File: src/rtl/cache_pkg.sv
// Shared types and widths for the L1 cache slice.
package cache_pkg;

    localparam int WORD_W  = 32;
    localparam int LINE_W  = 128;
    localparam int PADDR_W = 30;
    localparam int MADDR_W = 28;

    typedef enum logic [1:0] {
        IDLE,
        WRITEBACK,
        ALLOCATE
    } state_t;

    // Select one 32-bit word from a line; word 0 sits in the low bits.
    function automatic logic [WORD_W-1:0] get_word(input logic [LINE_W-1:0] line,
                                                   input logic [1:0]        off);
        return line[off*WORD_W +: WORD_W];
    endfunction

endpackage

File: src/rtl/cache_storage.sv
// Valid/dirty/tag/data arrays for a direct-mapped cache: one indexed read
// port, a single-word write port and a full-line fill port.
module cache_storage
    import cache_pkg::*;
#(
    parameter int NUM_BLOCKS = 8,
    parameter int IDX        = $clog2(NUM_BLOCKS),
    parameter int TAG_W      = MADDR_W - IDX
) (
    input  logic              clk,
    input  logic              rst_n,
    input  logic [IDX-1:0]    rd_idx,
    output logic              rd_valid,
    output logic              rd_dirty,
    output logic [TAG_W-1:0]  rd_tag,
    output logic [LINE_W-1:0] rd_line,
    input  logic              wr_en,
    input  logic [IDX-1:0]    wr_idx,
    input  logic [1:0]        wr_off,
    input  logic [WORD_W-1:0] wr_data,
    input  logic              fill_en,
    input  logic [IDX-1:0]    fill_idx,
    input  logic [TAG_W-1:0]  fill_tag,
    input  logic [LINE_W-1:0] fill_line
);

    logic [NUM_BLOCKS-1:0] valid_q;
    logic [NUM_BLOCKS-1:0] dirty_q;
    logic [TAG_W-1:0]      tag_q  [NUM_BLOCKS];
    logic [LINE_W-1:0]     data_q [NUM_BLOCKS];

    // Status bits: cleared on reset, fill makes a line valid and clean,
    // a word write marks it dirty.
    always_ff @(posedge clk or negedge rst_n) begin
        if (!rst_n) begin
            valid_q <= '0;
            dirty_q <= '0;
        end else if (fill_en) begin
            valid_q[fill_idx] <= 1'b1;
            dirty_q[fill_idx] <= 1'b0;
        end else if (wr_en) begin
            dirty_q[wr_idx] <= 1'b1;
        end
    end

    // Tag and data arrays: not reset, a line is only trusted once valid.
    always_ff @(posedge clk) begin
        if (fill_en) begin
            tag_q[fill_idx]  <= fill_tag;
            data_q[fill_idx] <= fill_line;
        end else if (wr_en) begin
            data_q[wr_idx][wr_off*WORD_W +: WORD_W] <= wr_data;
        end
    end

    assign rd_valid = valid_q[rd_idx];
    assign rd_dirty = dirty_q[rd_idx];
    assign rd_tag   = tag_q[rd_idx];
    assign rd_line  = data_q[rd_idx];

endmodule

File: src/rtl/l1_cache.sv
// Direct-mapped, write-back, write-allocate L1 cache with a block-wide
// handshake to main memory for writebacks and fills.
module l1_cache
    import cache_pkg::*;
#(
    parameter int NUM_BLOCKS = 8
) (
    input  logic               clk,
    input  logic               rst_n,
    input  logic               proc_ren,
    input  logic               proc_wen,
    input  logic [PADDR_W-1:0] proc_addr,
    input  logic [WORD_W-1:0]  proc_wdata,
    output logic               proc_stall,
    output logic [WORD_W-1:0]  proc_rdata,
    output logic               mem_read,
    output logic               mem_write,
    output logic [MADDR_W-1:0] mem_addr,
    output logic [LINE_W-1:0]  mem_wdata,
    input  logic               mem_ready,
    input  logic [LINE_W-1:0]  mem_rdata
);

    localparam int IDX   = $clog2(NUM_BLOCKS);
    localparam int TAG_W = MADDR_W - IDX;

    logic [1:0]        req_off;
    logic [IDX-1:0]    req_idx;
    logic [TAG_W-1:0]  req_tag;
    logic              req;
    logic              hit;

    logic              rd_valid;
    logic              rd_dirty;
    logic [TAG_W-1:0]  rd_tag;
    logic [LINE_W-1:0] rd_line;

    logic              word_we;
    logic              fill_en;

    state_t state_q, state_d;

    assign req_off = proc_addr[1:0];
    assign req_idx = proc_addr[IDX+1:2];
    assign req_tag = proc_addr[PADDR_W-1:IDX+2];
    assign req     = proc_ren | proc_wen;
    assign hit     = rd_valid && (rd_tag == req_tag);

    cache_storage #(
        .NUM_BLOCKS (NUM_BLOCKS)
    ) u_storage (
        .clk       (clk),
        .rst_n     (rst_n),
        .rd_idx    (req_idx),
        .rd_valid  (rd_valid),
        .rd_dirty  (rd_dirty),
        .rd_tag    (rd_tag),
        .rd_line   (rd_line),
        .wr_en     (word_we),
        .wr_idx    (req_idx),
        .wr_off    (req_off),
        .wr_data   (proc_wdata),
        .fill_en   (fill_en),
        .fill_idx  (req_idx),
        .fill_tag  (req_tag),
        .fill_line (mem_rdata)
    );

    // Read data always shows the indexed word; only meaningful on a read hit.
    assign proc_rdata = get_word(rd_line, req_off);

    // State register; reset aborts any miss in flight.
    always_ff @(posedge clk or negedge rst_n) begin
        if (!rst_n) begin
            state_q <= IDLE;
        end else begin
            state_q <= state_d;
        end
    end

    // Next-state and outputs; memory strobes depend on the state register only.
    always_comb begin
        state_d    = state_q;
        proc_stall = 1'b0;
        mem_read   = 1'b0;
        mem_write  = 1'b0;
        mem_addr   = '0;
        mem_wdata  = '0;
        word_we    = 1'b0;
        fill_en    = 1'b0;
        case (state_q)
            IDLE: begin
                if (req) begin
                    if (hit) begin
                        word_we = proc_wen;
                    end else begin
                        proc_stall = 1'b1;
                        state_d    = (rd_valid && rd_dirty) ? WRITEBACK : ALLOCATE;
                    end
                end
            end
            WRITEBACK: begin
                proc_stall = 1'b1;
                mem_write  = 1'b1;
                mem_addr   = {rd_tag, req_idx};
                mem_wdata  = rd_line;
                if (mem_ready) begin
                    state_d = ALLOCATE;
                end
            end
            ALLOCATE: begin
                proc_stall = 1'b1;
                mem_read   = 1'b1;
                mem_addr   = {req_tag, req_idx};
                if (mem_ready) begin
                    fill_en = 1'b1;
                    state_d = IDLE;
                end
            end
            default: begin
                state_d = IDLE;
            end
        endcase
    end

endmodule

File: config.mk
export PLATFORM = sky130hd
export DESIGN_NAME = l1_cache
export DESIGN_NICKNAME = d
export VERILOG_FILES = /design/src/rtl/cache_pkg.sv /design/src/rtl/cache_storage.sv /design/src/rtl/l1_cache.sv
export SDC_FILE = /design/constraint.sdc
export NUM_CORES = 1
export LEC_CHECK = 0
export CAP_MARGIN = 40
export CORE_ASPECT_RATIO = 2
export CORE_UTILIZATION = 50
export CTS_CLUSTER_DIAMETER = 80
export DETAILED_ROUTE_END_ITERATION = 10
export DONT_BUFFER_PORTS = 1
export HOLD_SLACK_MARGIN = 0.15
export PLACE_DENSITY_LB_ADDON = 0.1
export SYNTH_ARGS = -nofsm -noshare
export SYNTH_HDL_FRONTEND = slang
export SYNTH_SLANG_ARGS = --single-unit
File: constraint.sdc
create_clock -name clk -period 13 [get_ports clk]
set_clock_uncertainty 0.15 [all_clocks]
set_input_delay 2.6 -clock clk [delete_from_list [all_inputs] [get_ports clk]]
set_output_delay 2.6 -clock clk [all_outputs]
set_load 0.05 [all_outputs]
==> results.tsv <==
metric	value	unit
Clk pwr share	35.9	%
clk_lat worst skew	0.72	ns
drt wl/cell	36.13	um
Total GRT Usage	33.46	%
Synth Warn #	0	
#FFs+latches synth	1242	
Crit Path Category	in2out	
Relative slew margins	33.59	%
synth top area cells	edfxtp_1 (73%), a22oi_1 (4.5%), mux2i_1 (3.7%)	
routed vias	30924	
hold crit path type	reg2reg	
clock period minus worst slack	8.578	ns
final routed DRC violation total	0	
chip width	226.7	um
H-tree depth	3	
final wirelength	171600	um
layout cells sized above 1	15.21	%
vias in the first global route	30501	
Sw Share	26.11	%
setup TNS	0	ns
Synthesized Nets	3420	
first-pass GRT wire length	235200	um
grt ovf	0	
fmax	0.1166	GHz
Power Density	157.9	nW/um2
RSZ-0062 raised after global routing	no	
post-synth top area share	72.79	%
CTS tree	yes	
DRT antenna net count	0	
Gate Count Post-Synth	3216	
Crit path buffers/inverters	2	
Top delay family on crit path	simple AND/OR/NAND/NOR gates	
top_reg_cell synth	edfxtp_1	
Max clock buf depth	3	
R2R setup slack	7.44	ns
Iter 0 DRT Violations	3560	
Max FO, Critical Path	53	
Fin. Hold Viols	0	
mapped cell area	50500	um2
critical path, cell by cell	and3b_4 > buf_4 > a22oi_1 > and3_1 > mux4_2 > inv_1	
post_cts resized	0	
Slowest-stage cell, CP	buf_4	
CP max stage delay	0.77	ns
Critical Path Source Type	input pin	
leakage	18.48	nW
internal power	6.578	mW
Core Area	99930	um2
Max VDD drop	149.6	uV
Layout Nets	3504	
Detailed Place HPWL	108900	um
CTS root buf	clkbuf_16	
number of post-CTS setup repair buffers	0	
status	finished, final reports clean	
Die Span Y	451.4	um
die area	102300	um2
mean post-synth cell area	15.70	um2
Syn-to-layout area delta	11.62	%
initial antenna violation count	24	
Crit path depth	6	
# IOs	386	
pin count of the biggest net entering global routing	125	
CTS sink count	1242	
RR Endpoint	u_storage.data_q[7][76]$_DFFE_PP_	
crit path DAT	5.83	ns
Pre-antenna DRT Iters	6	
Tcrit/Tclk final	65.98	%
# hold bufs at CTS	0	
Critical Path End Type	output pin	
CTS buffer count	105	
Placer Congestion	0.9436	
Synth cell types	65	
R2R cell count	10	
EDFF count, synth	1224	
worst r2r src	u_storage.tag_q[7][9]$_DFFE_PP_	
CP startpoint	proc_addr[3]	
maxcap violations	0	
worst path required time	10.25	ns
total net switching power	2.324	mW
FP Rows	164	
Worst Hold Depth	1	
CP Capture Point	proc_rdata[24]	
top cells by count, synth	edfxtp_1 (1224), a22oi_1 (302), nand2_1 (227), mux2i_1 (185), nor2_1 (182)	
routed vias/inst	6.510	
sequential group share of total power	51.5	%
cell taking the most area after synthesis	edfxtp_1	
count leader, synth	edfxtp_1	
Initial Utilization	50.53	%
max-slew violations	0	
number of endpoints failing setup at the final stage	0	
Post-synth ARST share	1.449	%
Comb power frac	12.6	%
PortBufs	0	
Tightest Pin Transition	0.9962	ns
Design Power	8.902	mW
Seq/Total Area, Yosys	73.68	%
Worst-path clk slew	0.06	ns
## registers in the layout, indices dropped and copies added, names as in the netlist, named ones only
| name | flops |
|---|---|
| u_storage.data_q | 1024 |
| state_q | 2 |
| u_storage.valid_q | 8 |
| u_storage.tag_q | 200 |
## cell families (layout without fill, tap and decap cells)
group                      Yosys count  count (layout)  share of synthesized area, %
buffers and inverters              362             532                         3.382
muxes                              278             278                         6.544
AOI/OAI and AO/OA                  682             682                         10.18
DFF                               1242            1242                         73.68
other                                0              36                             0
xor gates and xnor gates            11              11                        0.1908
and+or+nand+nor                    632             632                         5.800
adders and majority gates            9               9                        0.2230
## cell type report
type	instances	area, um2
Inverter	150	565.5
Multi-Input combinational cell	1612	11740
Clock inverter	66	573.1
Fill cell	7927	43570
Sequential cell	1242	37210
Timing Repair Buffer	189	1653
Antenna cell	36	90.09
Tap cell	1328	1662
Clock buffer	127	2878
## how the worst min path moves through the flow
stage,from,endpoint,slack [ns]
2_1_floorplan,u_storage.valid_q[2]$_DFFE_PN0P_,u_storage.valid_q[2]$_DFFE_PN0P_,0.28
3_3_place_gp,u_storage.valid_q[1]$_DFFE_PN0P_,u_storage.valid_q[1]$_DFFE_PN0P_,0.30
3_5_place_dp,u_storage.valid_q[1]$_DFFE_PN0P_,u_storage.valid_q[1]$_DFFE_PN0P_,0.30
4_1_cts,u_storage.valid_q[0]$_DFFE_PN0P_,u_storage.valid_q[0]$_DFFE_PN0P_,0.32
5_1_grt,u_storage.valid_q[1]$_DFFE_PN0P_,u_storage.valid_q[1]$_DFFE_PN0P_,0.34
6_report,u_storage.valid_q[1]$_DFFE_PN0P_,u_storage.valid_q[1]$_DFFE_PN0P_,0.32
## cell usage in the layout (no fill, tap or decap), types with 12 or more instances in the layout
cell and instances:
a21oi_1 31, a221oi_1 89, a22o_1 80, a22oi_1 302, and2_1 28, and3_1 81
buf_4 158, buf_6 13, clkbuf_1 12, clkbuf_16 111, clkinv_1 26, clkinv_2 18
dfrtp_1 18, diode_2 36, edfxtp_1 1224, inv_1 147, mux2_2 56, mux2i_1 185
mux4_2 36, nand2_1 227, nand3_1 14, nor2_1 170, nor2b_1 18, nor3_1 19
o21a_2 31, o21ai_0 46, o22ai_1 23, or3_1 12
## routing by layer
layer / vias up / global-route usage [%] / part of all wire, %
met5: - / 0 / 0.10
li1: 12755 / - / -
met2: 1692 / 55.22 / 49
met4: 26 / 22.86 / 7.5
met3: 355 / 7.472 / 8.8
met1: 16096 / 38.63 / 34
## power groups by stage
stage | sequential (mW) | clock, mW | combinational, mW
finish | 4.59 | 3.20 | 1.12
global route | 4.59 | 3.36 | 1.16
CTS | 4.59 | 3.22 | 1.11
detailed placement | 4.67 | 0 | 1.11
global placement | 4.67 | 0 | 1.05
floorplan | 4.66 | 0 | 0.720
## metrics by stage
step	instances	utilization (%)	cell area (um2)	hold slack (ns)	worst slack (ns)
after global placement	4413	51.89	51850	0.3000	4.185
final	4750	56.40	56370	0.3201	4.422
after global routing	4750	56.40	56370	0.3415	4.411
after CTS	4711	56.29	56250	0.3200	4.446
after detailed placement	4518	52.84	52800	0.3045	4.450
after floorplan	3216	-	50500	0.2837	4.153
No activity file was read; power rests on OpenSTA's default activity.
